**src/rtl/result_stream_reader_pkg.sv**
```systemverilog
// Shared constants and FSM encoding for the result BRAM to AXI4-Stream reader.
package result_stream_reader_pkg;

    localparam int unsigned BRAM_DEPTH_DEF          = 10;
    localparam int unsigned RES_BRAM_DATA_WIDTH_DEF = 64;
    localparam int unsigned BUF_DEPTH               = 3;
    localparam int unsigned BUF_CNT_W               = $clog2(BUF_DEPTH + 1);

    typedef enum logic [1:0] {
        IDLE  = 2'd0,
        RUN   = 2'd1,
        DRAIN = 2'd2
    } state_t;

endpackage

```
**src/rtl/result_stream_skid_fifo.sv**
```systemverilog
// Small register FIFO that absorbs BRAM read latency against stream backpressure.
module result_stream_skid_fifo
    import result_stream_reader_pkg::*;
#(
    parameter int unsigned WIDTH = RES_BRAM_DATA_WIDTH_DEF,
    parameter int unsigned DEPTH = BUF_DEPTH
) (
    input  logic                             clk,
    input  logic                             rst_n,
    input  logic                             push,
    input  logic [WIDTH-1:0]                 din,
    input  logic                             pop,
    output logic [WIDTH-1:0]                 dout,
    output logic [$clog2(DEPTH+1)-1:0]       count,
    output logic                             full,
    output logic                             empty
);

    localparam int unsigned PTR_W = $clog2(DEPTH);
    localparam int unsigned CNT_W = $clog2(DEPTH + 1);

    logic [WIDTH-1:0] mem [DEPTH];
    logic [PTR_W-1:0] wr_ptr;
    logic [PTR_W-1:0] rd_ptr;
    logic             push_ok;
    logic             pop_ok;

    assign full    = (count == CNT_W'(DEPTH));
    assign empty   = (count == '0);
    assign dout    = mem[rd_ptr];
    assign pop_ok  = pop && !empty;
    // a full buffer still accepts a push when the head leaves in the same cycle
    assign push_ok = push && (!full || pop_ok);

    always_ff @(posedge clk or negedge rst_n) begin
        if (!rst_n) begin
            wr_ptr <= '0;
            rd_ptr <= '0;
            count  <= '0;
            for (int i = 0; i < int'(DEPTH); i++) begin
                mem[i] <= '0;
            end
        end else begin
            if (push_ok) begin
                mem[wr_ptr] <= din;
                wr_ptr      <= (wr_ptr == PTR_W'(DEPTH - 1)) ? '0 : wr_ptr + PTR_W'(1);
            end
            if (pop_ok) begin
                rd_ptr <= (rd_ptr == PTR_W'(DEPTH - 1)) ? '0 : rd_ptr + PTR_W'(1);
            end
            case ({push_ok, pop_ok})
                2'b10:   count <= count + CNT_W'(1);
                2'b01:   count <= count - CNT_W'(1);
                default: count <= count;
            endcase
        end
    end

endmodule

```
**src/rtl/result_stream_reader.sv**
```systemverilog
// Streams one frame of result BRAM words out as an AXI4-Stream packet per start pulse.
module result_stream_reader
    import result_stream_reader_pkg::*;
#(
    parameter int unsigned BRAM_DEPTH             = BRAM_DEPTH_DEF,
    parameter int unsigned RES_BRAM_DATA_WIDTH    = RES_BRAM_DATA_WIDTH_DEF,
    parameter int unsigned C_M00_AXIS_TDATA_WIDTH = RES_BRAM_DATA_WIDTH_DEF
) (
    input  logic                                  m00_axis_aclk,
    input  logic                                  m00_axis_aresetn,
    input  logic                                  start,
    input  logic [BRAM_DEPTH:0]                   frame_len,
    output logic [BRAM_DEPTH-1:0]                 res_bram_addr_read,
    output logic                                  res_bram_r_enable,
    input  logic [RES_BRAM_DATA_WIDTH-1:0]        res_bram_datain,
    output logic [C_M00_AXIS_TDATA_WIDTH-1:0]     m00_axis_tdata,
    output logic [C_M00_AXIS_TDATA_WIDTH/8-1:0]   m00_axis_tkeep,
    output logic                                  m00_axis_tvalid,
    input  logic                                  m00_axis_tready,
    output logic                                  m00_axis_tlast,
    output logic                                  busy,
    output logic                                  done,
    output logic                                  start_err
);

    localparam int unsigned CNT_W = BRAM_DEPTH + 1;

    state_t               state_q, state_d;
    logic [CNT_W-1:0]     rd_cnt_q, rd_cnt_d;
    logic [CNT_W-1:0]     beat_cnt_q, beat_cnt_d;
    logic [CNT_W-1:0]     len_q, len_d;
    logic                 inflight_q;
    logic                 done_d;
    logic                 err_d;
    logic                 issue;
    logic                 pace_ok;
    logic                 hs;
    logic [BUF_CNT_W-1:0] buf_count;
    logic                 buf_full;
    logic                 buf_empty;
    logic [RES_BRAM_DATA_WIDTH-1:0] buf_dout;

    result_stream_skid_fifo #(
        .WIDTH (RES_BRAM_DATA_WIDTH),
        .DEPTH (BUF_DEPTH)
    ) u_fifo (
        .clk   (m00_axis_aclk),
        .rst_n (m00_axis_aresetn),
        .push  (inflight_q),
        .din   (res_bram_datain),
        .pop   (hs),
        .dout  (buf_dout),
        .count (buf_count),
        .full  (buf_full),
        .empty (buf_empty)
    );

    // read pacing looks only at registered occupancy, never at tready
    assign pace_ok = !buf_full &&
                     ((3'(buf_count) + 3'(inflight_q)) <= 3'(BUF_DEPTH - 1));

    assign m00_axis_tvalid    = !buf_empty;
    assign m00_axis_tdata     = C_M00_AXIS_TDATA_WIDTH'(buf_dout);
    assign m00_axis_tkeep     = '1;
    assign m00_axis_tlast     = !buf_empty && (beat_cnt_q == len_q - CNT_W'(1));
    assign hs                 = m00_axis_tvalid && m00_axis_tready;
    assign res_bram_addr_read = rd_cnt_q[BRAM_DEPTH-1:0];
    assign res_bram_r_enable  = issue;
    assign busy               = (state_q != IDLE);

    // next-state, counters and read issue
    always_comb begin
        state_d    = state_q;
        rd_cnt_d   = rd_cnt_q;
        beat_cnt_d = beat_cnt_q;
        len_d      = len_q;
        err_d      = start_err;
        done_d     = 1'b0;
        issue      = 1'b0;
        case (state_q)
            IDLE: begin
                if (start) begin
                    if (frame_len != '0) begin
                        state_d    = RUN;
                        len_d      = frame_len;
                        rd_cnt_d   = '0;
                        beat_cnt_d = '0;
                        err_d      = 1'b0;
                    end else begin
                        err_d = 1'b1;
                    end
                end
            end
            RUN: begin
                if (start) err_d = 1'b1;
                if (hs) beat_cnt_d = beat_cnt_q + CNT_W'(1);
                if (pace_ok) begin
                    issue    = 1'b1;
                    rd_cnt_d = rd_cnt_q + CNT_W'(1);
                    if (rd_cnt_q == len_q - CNT_W'(1)) state_d = DRAIN;
                end
            end
            DRAIN: begin
                if (start) err_d = 1'b1;
                if (hs) beat_cnt_d = beat_cnt_q + CNT_W'(1);
                if (hs && m00_axis_tlast) begin
                    state_d = IDLE;
                    done_d  = 1'b1;
                end
            end
            default: state_d = IDLE;
        endcase
    end

    always_ff @(posedge m00_axis_aclk or negedge m00_axis_aresetn) begin
        if (!m00_axis_aresetn) begin
            state_q    <= IDLE;
            rd_cnt_q   <= '0;
            beat_cnt_q <= '0;
            len_q      <= '0;
            inflight_q <= 1'b0;
            done       <= 1'b0;
            start_err  <= 1'b0;
        end else begin
            state_q    <= state_d;
            rd_cnt_q   <= rd_cnt_d;
            beat_cnt_q <= beat_cnt_d;
            len_q      <= len_d;
            inflight_q <= issue;
            done       <= done_d;
            start_err  <= err_d;
        end
    end

endmodule

```
**config.mk**
```make
export PLATFORM = sky130hd
export DESIGN_NAME = result_stream_reader
export DESIGN_NICKNAME = d
export VERILOG_FILES = /design/src/rtl/result_stream_reader_pkg.sv /design/src/rtl/result_stream_skid_fifo.sv /design/src/rtl/result_stream_reader.sv
export SDC_FILE = /design/constraint.sdc
export NUM_CORES = 1
export LEC_CHECK = 0
export ABC_AREA = 1
export CAP_MARGIN = 10
export CORE_UTILIZATION = 57
export CTS_BUF_LIST = sky130_fd_sc_hd__clkbuf_8
export DETAILED_ROUTE_END_ITERATION = 16
export PLACE_DENSITY = 0.82
export SLEW_MARGIN = 15
export SYNTH_ARGS = -nofsm -noshare
export SYNTH_HDL_FRONTEND = slang
export SYNTH_SLANG_ARGS = --single-unit
```
**constraint.sdc**
```tcl
create_clock -name m00_axis_aclk -period 2.53 [get_ports m00_axis_aclk]
set_input_delay 0.6325 -clock m00_axis_aclk [delete_from_list [all_inputs] [get_ports m00_axis_aclk]]
set_output_delay 0.6325 -clock m00_axis_aclk [all_outputs]
set_load 0.02 [all_outputs]
```
==> metrics.txt <==
final slew viol count=0; clk_skew=0.0119 ns; Peak VDD IR=just under 0.0009 V; Synth Register Bits=~240; num rows=just over 50; Worst EP arrival=about 2.2 ns; TritonCTS clock tree=built; XOR/XNOR share of the synthesized area=approximately 1.4%; failing checks=setup timing; I/O Buffers=~160; Leak=7.69 nW; Final Hold Viols=0; Tightest Hold Check Type=input pin to asynchronous set/reset pin; Die W=about 140 um; DP Wirelength=around 19 mm; dpl cells=roughly 1800; main combinational cell family by area after synthesis=simple AND/OR/NAND/NOR gates; Max Buffers Root-to-Sink=3; WS Path Type=flop to output pin; status=finished, violations left; gr usage total=~30%; CP endpoint kind=output pin; Critical Path RT=1.90 ns; fin crit share=113%; setup violators final=13; clk sinks=236; worst slew pin tran=approximately 0.67 ns; vias per cell=between 5 and 6; pwr/cell area=about 1300 nW/um^2; largest net degree at the start of global routing=between 80 and 90; utilization after layout=around 77%; Post-Synth Simple-Gate Area=26.0%; yosys warns=0; Fill cells=~1400; I/O Pins=167; max-cap viol count=0; setup ws final=-0.328 ns; most frequent cells in the layout=nand2_1, dfrtp_1, o21ai_0, nand3_1, inv_1; Post-DRT Antenna Nets=0; H-tree depth=2; final setup TNS=-0.527 ns; post-layout net count=about 1700; Routed WL=between 30 and 40 mm; DRC Markers=0; unrepaired setup endpoints after global routing=yes; post-synthesis sequential area ratio=about 52%; Routed WL per cell=16.2 um; Ant. Diodes=0; number of antenna violations at the first check in global routing=0; f_max=approximately 350 MHz; most common cell after layout, fill and taps aside=nand2_1; clk_lat worst skew=roughly 0.53 ns; Multi-input gate area=between 4000 and 5000 um^2; routed via count=~11000; WHS=0.118 ns; total global routing overflow=0; P&R area growth vs syn=32.4%; Syn Inst Count=around 1400; Startpoint Class=flop; root buf cell=clkbuf_8; core area=between 15000 and 20000 um^2; Seq. cell area=5910 um^2; Finished Layout Cells=1939; adder-cell share of the synthesized area=under 10%; Starting DRT DRC Count=a little over 800; number of global-route vias before repair=around 10000; synthesized area=roughly 11000 um^2; Synth Area in Compound Gates=between 10% and 20%; Crit Path Max Fanout=3; clock buffer count from CTS=40; die span in y=144 um; Pre-antenna DRT Iters=5; Final GP Congestion=approximately 0.9; Yosys cell types=36; Synth Area per Inst=approximately 8.0 um^2; layout cells sized above 1=a little under 20%; Max transition margin=55.1%; first-pass GRT wire length=just under 50 mm; Clk pin slew, worst setup/hold paths=0.06 ns; initial cell density of the core=between 50% and 60%; post-synthesis mux area share=0%; die area=approximately 21000 um^2; pre-CTS WS=-0.275 ns; Final min period=2.86 ns
layout make-up:
type                    count  area share, %
multi-input cells         962           32.5
well taps                 265           2.19
clock inverters            18          0.562
flip-flops and latches    236           39.0
repair buffers            263           17.2
inverters                 140           3.47
clock buffers              55           5.00
stage by stage:
step	cell area [um^2]	power, mW
final	15100	19.5
after global routing	15100	20.7
after CTS	14700	18.6
after detailed placement	13700	15.0
after global placement	13700	14.7
after floorplan	11500	11.1
state kept, by name, summed over array words and instances (netlist names):
register,count
beat_cnt_q,11
done,1
inflight_q,1
len_q,11
rd_cnt_q,11
start_err,1
state_q,2
u_fifo.count,2
u_fifo.mem,192
u_fifo.rd_ptr,2
u_fifo.wr_ptr,2
power breakdown:
part / leakage [nW] / switching, mW / internal [mW]
sequential: 3.03 / 0.969 / 5.26
combinational: 4.19 / 5.69 / 4.07
clock: 0.476 / 1.55 / 1.94
total: 7.69 / 8.21 / 11.3
final timing paths:
| path | startpoint | to | slack (ns) | depth (start not counted) |
|---|---|---|---|---|
| max | len_q[0]$_DFFE_PN0P_ | m00_axis_tlast | -0.33 | 14 |
| min reg2reg | u_fifo.mem[35]$_DFFE_PN0P_ | u_fifo.mem[35]$_DFFE_PN0P_ | 0.48 | 2 |
| min | m00_axis_aresetn | len_q[8]$_DFFE_PN0P_ | 0.12 | 1 |
| min in group m00_axis_aclk | u_fifo.mem[35]$_DFFE_PN0P_ | u_fifo.mem[35]$_DFFE_PN0P_ | 0.48 | 2 |
| max in group asynchronous | m00_axis_aresetn | u_fifo.mem[66]$_DFFE_PN0P_ | 1.72 | 2 |
| max reg2reg | inflight_q$_DFF_PN0_ | rd_cnt_q[6]$_DFFE_PN0P_ | 0.19 | 14 |
routing by layer:
metal	share of wire (%)	routed length (um)	up-vias	global-route usage, %
met5	0	0	-	0
met4	3.1	985	0	11.8
met3	8.0	2510	85	6.96
met2	48	15000	448	49.0
met1	41	12800	5093	38.0
li1	-	-	5025	-
worst max-delay path, cell delays in order (launching register included):
cell	delay [ns]
dfrtp_1	0.39
inv_2	0.08
ha_4	0.14
inv_1	0.04
nand2_1	0.11
nand2_2	0.08
nand2_1	0.06
nand2_1	0.05
nor2_1	0.13
nand2_1	0.06
nor2_1	0.08
nand2_1	0.07
nor2_2	0.11
and3_4	0.20
buf_6	0.11
synthesized netlist by cell type:
cell	n	area [um^2]
ha_1	11	138
xor2_1	10	87.6
nand2_4	2	22.5
xnor3_2	1	23.8
nand4_2	1	12.5
a21oi_1	8	40.0
clkbuf_8	1	13.8
nor2_1	32	120
o31ai_2	1	12.5
nand3_2	4	40.0
nand2_2	5	31.3
nor2_2	6	37.5
dfrtp_1	236	5910
inv_1	133	499
and3_1	1	6.26
nand4_1	7	43.8
nor3_2	1	10.0
nor4_1	6	37.5
nor3b_1	1	7.51
a21oi_2	1	8.76
xnor2_1	1	8.76
xnor3_1	2	45.0
nand3_1	177	886
buf_2	42	210
nor3_1	12	60.1
o31ai_1	8	60.1
conb_1	1	3.75
inv_2	7	26.3
nand2_1	428	1610
o21ai_0	222	1110
nor2_4	4	45.0
buf_4	18	135
clkbuf_1	28	105
o21ai_1	1	5.00
o22ai_1	1	6.26
buf_1	5	18.8
logic make-up after synthesis:
| kind of cell | count (synthesis) |
|---|---|
| AO/OA/AOI/OAI | 242 |
| XOR/XNOR | 14 |
| adder cells (fa/ha/maj) | 11 |
| buffers and inverters | 234 |
| flip-flops | 236 |
| other | 1 |
| AND/OR/NAND/NOR | 687 |
repair_timing:
item,CTS,global route
cloned,2,5
resized for setup,251,160
setup endpoints to repair,67,75
pin swaps,14,15
hold buffers,0,0
buffers inserted,15,14
No activity file was read; power rests on OpenSTA's default activity.
